[src/rtl/sprite_blitter.sv]
// Sprite blitter: copies a SPRITE_W x SPRITE_H sprite from ROM into a 640-wide 8bpp frame buffer
// with transparency and screen-edge clipping, or fills the whole buffer with one colour.
module sprite_blitter #(
    parameter int          SPRITE_W = 64,
    parameter int          SPRITE_H = 64,
    parameter int          SCREEN_W = 640,
    parameter int          SCREEN_H = 480,
    parameter logic [7:0]  TRANSP   = 8'hE3
) (
    input  logic        Clk,
    input  logic        Reset,
    input  logic        start,
    input  logic        cmd_clear,
    input  logic [10:0] pos_x,
    input  logic [10:0] pos_y,
    input  logic [15:0] rom_base,
    input  logic [7:0]  clear_color,
    output logic [15:0] rom_addr,
    input  logic [7:0]  rom_data,
    output logic [18:0] frame_wrAddress,
    output logic [7:0]  frame_input,
    output logic        frame_we,
    output logic        busy,
    output logic        done
);

    localparam int               SXW        = (SPRITE_W > 1) ? $clog2(SPRITE_W) : 1;
    localparam int               SYW        = (SPRITE_H > 1) ? $clog2(SPRITE_H) : 1;
    localparam logic [SXW-1:0]   SX_LAST    = SXW'(SPRITE_W - 1);
    localparam logic [15:0]      LIN_PENULT = 16'(SPRITE_W * SPRITE_H - 2);
    localparam logic [18:0]      CLR_LAST   = 19'(SCREEN_W * SCREEN_H - 1);

    typedef enum logic [2:0] {IDLE, BLIT, DRAIN, CLEAR, DONE} state_t;
    state_t state, state_nx;

    logic [10:0]    px, py;
    logic [15:0]    base;
    logic [7:0]     color;
    logic [SXW-1:0] sx;
    logic [SYW-1:0] sy;
    logic [15:0]    lin;
    logic [18:0]    clr_cnt;

    // (sx, sy) is the pixel whose address is on rom_addr, so it lines up with rom_data
    logic [10:0] scr_x, scr_y;
    logic        pix_ok;
    logic [18:0] pix_addr;

    assign scr_x    = px + 11'(sx);
    assign scr_y    = py + 11'(sy);
    assign pix_ok   = !scr_x[10] && (scr_x < 11'(SCREEN_W)) &&
                      !scr_y[10] && (scr_y < 11'(SCREEN_H)) &&
                      (rom_data != TRANSP);
    assign pix_addr = ({8'd0, scr_y} << 9) + ({8'd0, scr_y} << 7) + {8'd0, scr_x};

    always_ff @(posedge Clk) begin
        if (Reset) state <= IDLE;
        else       state <= state_nx;
    end

    always_comb begin
        state_nx = state;
        case (state)
            IDLE:    if (start) state_nx = cmd_clear ? CLEAR : BLIT;
            BLIT:    if (lin == LIN_PENULT) state_nx = DRAIN;
            DRAIN:   state_nx = DONE;
            CLEAR:   if (clr_cnt == CLR_LAST) state_nx = DONE;
            DONE:    state_nx = IDLE;
            default: state_nx = IDLE;
        endcase
    end

    always_ff @(posedge Clk) begin
        if (Reset) begin
            rom_addr        <= '0;
            frame_wrAddress <= '0;
            frame_input     <= '0;
            frame_we        <= 1'b0;
            busy            <= 1'b0;
            done            <= 1'b0;
            px              <= '0;
            py              <= '0;
            base            <= '0;
            color           <= '0;
            sx              <= '0;
            sy              <= '0;
            lin             <= '0;
            clr_cnt         <= '0;
        end else begin
            case (state)
                IDLE: begin
                    frame_we <= 1'b0;
                    done     <= 1'b0;
                    busy     <= 1'b0;
                    if (start) begin
                        busy     <= 1'b1;
                        px       <= pos_x;
                        py       <= pos_y;
                        base     <= rom_base;
                        color    <= clear_color;
                        sx       <= '0;
                        sy       <= '0;
                        lin      <= '0;
                        rom_addr <= rom_base;
                        // A clear writes address 0 on the accepting edge itself
                        if (cmd_clear) begin
                            frame_we        <= 1'b1;
                            frame_wrAddress <= '0;
                            frame_input     <= clear_color;
                            clr_cnt         <= 19'd1;
                        end
                    end
                end
                BLIT: begin
                    frame_we        <= pix_ok;
                    frame_wrAddress <= pix_addr;
                    frame_input     <= rom_data;
                    if (sx == SX_LAST) begin
                        sx <= '0;
                        sy <= sy + SYW'(1);
                    end else begin
                        sx <= sx + SXW'(1);
                    end
                    lin      <= lin + 16'd1;
                    rom_addr <= base + lin + 16'd1;
                end
                DRAIN: begin
                    frame_we        <= pix_ok;
                    frame_wrAddress <= pix_addr;
                    frame_input     <= rom_data;
                end
                CLEAR: begin
                    frame_we        <= 1'b1;
                    frame_wrAddress <= clr_cnt;
                    frame_input     <= color;
                    clr_cnt         <= clr_cnt + 19'd1;
                end
                DONE: begin
                    frame_we <= 1'b0;
                    busy     <= 1'b0;
                    done     <= 1'b1;
                end
                default: begin
                    frame_we <= 1'b0;
                    busy     <= 1'b0;
                    done     <= 1'b0;
                end
            endcase
        end
    end

endmodule

[config.mk]
export PLATFORM = sky130hd
export DESIGN_NAME = sprite_blitter
export DESIGN_NICKNAME = d
export VERILOG_FILES = /design/src/rtl/sprite_blitter.sv
export SDC_FILE = /design/constraint.sdc
export NUM_CORES = 1
export LEC_CHECK = 0
export BUFFER_PORTS_ARGS = -buffer_cell sky130_fd_sc_hd__buf_4
export CAP_MARGIN = 20
export CORE_MARGIN = 2
export CORE_UTILIZATION = 50
export CTS_CLUSTER_SIZE = 12
export DETAILED_ROUTE_END_ITERATION = 10
export PLACE_DENSITY = 0.7
export SETUP_SLACK_MARGIN = 0.3
export SLEW_MARGIN = 40
export SYNTH_ARGS = -nofsm -noshare
export SYNTH_HDL_FRONTEND = slang
export SYNTH_SLANG_ARGS = --single-unit
[constraint.sdc]
create_clock -name Clk -period 7 [get_ports Clk]
set_input_delay 0 -clock Clk [delete_from_list [all_inputs] [get_ports Clk]]
set_output_delay 0 -clock Clk [all_outputs]
set_load 0.05 [all_outputs]
==> flow_metrics.tcl <==
set metrics [dict create \
    ys_ff_latch 142 \
    clk_pin_slew_ps 60 \
    cts_tree "built" \
    clock_skew_ps 8.50 \
    syn_avg_cell_area_um2 8.23 \
    netlist.top_cell.by_area "dfxtp_1" \
    end_kind "flip-flop" \
    nFillCells 1472 \
    p_sw_frac 0.349 \
    crit_arrival_ps 4540 \
    synth_flop_cell "dfxtp_1" \
    synth_enable_flop_cells 0 \
    netlist_top_cells_area "dfxtp_1 35%, ha_1 7.9%, nand2_1 7.8%" \
    maxCapViolCount 0 \
    drc 0 \
    holdCritPathClass "in -> reg" \
    grt-ovfl-total 0 \
    final_util 0.633 \
    gp_congestion 0.830 \
    seqPwrFrac 0.369 \
    die-height_um 131 \
    final_common_cell "nand2_1" \
    dp_hpwl_mm 13.9 \
    ys_seq_area_frac 0.351 \
    antenna_cells 0 \
    drive_above_1_share 0.149 \
    fin_crit_sh 0.608 \
    clkLatencyLatePin_ps 430 \
    areaGrowthSynthToFinish_pct 24.0 \
    start_kind "flip-flop" \
    comb_power_share 0.282 \
    power_density_nw_per_um2 253 \
    grt_start_max_net_pins 79 \
    die_x_um 131 \
    vias 7561 \
    antenna_found_initial 0 \
    cts_buffer_depth 2 \
    layout_common_cells "169 x nand2_1, 141 x dfxtp_1, 112 x buf_4" \
    worst_pin_slew_ps 835 \
    ant_nets 0 \
    port_buffers 103 \
    setup_viol_count_final 0 \
    cts_setup_buffers 0 \
    rsz0062_at_grt "false" \
    fin_tns_setup_ps 0 \
    io_pins 104 \
    firstDrtPassIters 9 \
    netlist_instances 985 \
    grt_pass1_vias 7066 \
    crit_required_ps 7290 \
    p_int_w 0.00166 \
    numCtsBuffers 17 \
    status "completed" \
    critPathKind "reg -> reg" \
    leakagePower_nw 4.20 \
    syn_area_um2 8110 \
    maxSlewViolCount 0 \
    yosysWarnings 0 \
    rows 46 \
    cts-root-buf "clkbuf_16" \
    syn_nets 1100 \
    fin_crit_ps 4260 \
    die_area_um2 17200 \
    finalHoldViolCount 0 \
    pwr-share-clk 0.349 \
    cp_max_fo 5 \
    cts.sinks 142 \
    wl_per_cell_um 15.4 \
    start_util 0.510 \
    grt.total_usage 0.239 \
    viasPerCell 5.64 \
    h-tree-depth 4 \
    synth_cell_types 72 \
    wl_mm 20.6 \
    p_sw_w 0.000888 \
    max_slew_margin 0.443 \
    coreArea_um2 15900 \
    synthArstFlopShare 0 \
    grt_pass1_wl_mm 34.2 \
    fmax_mhz 235 \
    synth.top_cell.area_share 0.351 \
    irDropWorstVdd_v 0.000199 \
    initialDrtViolationCount 328 \
    nets 1226 \
]
## state kept, by name (all words and copies together), names as in the netlist, 6 cells and up
signal and cells:
frame_input 8, py 11, base 16, color 8, sx 6, lin 16, frame_wrAddress 19, clr_cnt 19
sy 6, px 11, rom_addr 16
## cell usage after synthesis, drive strengths merged, types with 4 or more instances
master and count:
nand2 169, dfxtp 142, a21oi 108, nor2 93
ha 51, clkbuf 37, o21ai 28, xnor2 27
xor2 25, nor3 21, a21o 19, nand3 19
a211oi 16, buf 16, inv 16, nor3b 15
a31oi 13, mux2i 11, a222oi 10, a22oi 10
nand4 10, and3 9, o221ai 9, a311oi 8
o21bai 8, nor4 7, and4 6, fa 6
mux2 6, nand2b 6, o21a 6, a2111oi 4
nand4b 4, or3 4
## timing repair
action                    CTS  global route
hold buffers               48             0
resized for setup           0             0
hold endpoints to repair   70             0
## final cells by class
type,instances,area (µm²),share of cell area
clock buffer,18,429,0.0427
clock inverter,14,145,0.0144
sequential,142,2840,0.283
tap,216,270,0.0269
timing repair buffer,160,1320,0.131
inverter,16,60.1,0.00598
multi-input combinational,774,4980,0.495
## power groups by stage
| stage | clock [W] | combinational, W | sequential, W |
|---|---|---|---|
| after floorplan | 0 | 0.000386 | 0.00107 |
| after global placement | 0 | 0.000687 | 0.000956 |
| after detailed placement | 0 | 0.000695 | 0.000957 |
| after CTS | 0.000899 | 0.000720 | 0.000940 |
| after global routing | 0.000935 | 0.000785 | 0.000950 |
| final | 0.000889 | 0.000718 | 0.000940 |
## path summary, 6_finish.rpt
kind | start | depth (start not counted) | slack, ps | to
hold reg to reg | frame_input[5] | 2 | 450 | frame_input[5]
hold / removal | Reset | 2 | 40 | rom_addr[0]
setup / recovery | sx[0] | 16 | 2740 | frame_wrAddress[18]
setup reg to reg | sx[0] | 16 | 2740 | frame_wrAddress[18]
## through the flow
stage                     power [W]  area (µm²)  hold WS [ps]  worst slack, ps  cells
after floorplan             0.00146        8110           136             3180    985
after global placement      0.00164        8990           248             2890   1260
after detailed placement    0.00165        8990           262             2800   1260
after CTS                   0.00256       10000          31.6             2750   1340
after global routing        0.00267       10000          56.9             2400   1340
final                       0.00255       10000          41.9             2740   1340
## critical path, stage by stage (launching register included)
cell and delay (ps):
dfxtp_1 340, ha_1 240, fa_1 430, a211oi_1 210, o21ai_0 180, o21ai_0 210, nor2_1 90, xor2_1 150
ha_1 280, ha_1 240, fa_1 440, a211oi_1 320, o21ai_0 180, a2111oi_0 410, nor3_1 130, xor2_1 160
o22ai_1 90
## per-layer routing
layer,GRT usage,up-vias,share of wire
met5,0,-,0
met4,0.0767,0,0.022
met3,0.0475,36,0.038
met2,0.416,149,0.49
met1,0.297,3567,0.45
li1,-,3809,-
## logic make-up after synthesis
group	count (synthesis)	synth area share
and+or+nand+nor	384	0.226
adders and majority gates	57	0.0935
AOI/OAI and AO/OA	263	0.213
muxes	17	0.0219
xor gates and xnor gates	53	0.0590
DFF	142	0.351
buffers and inverters	69	0.0361
Note: power is estimated with default switching activity, not from simulation.
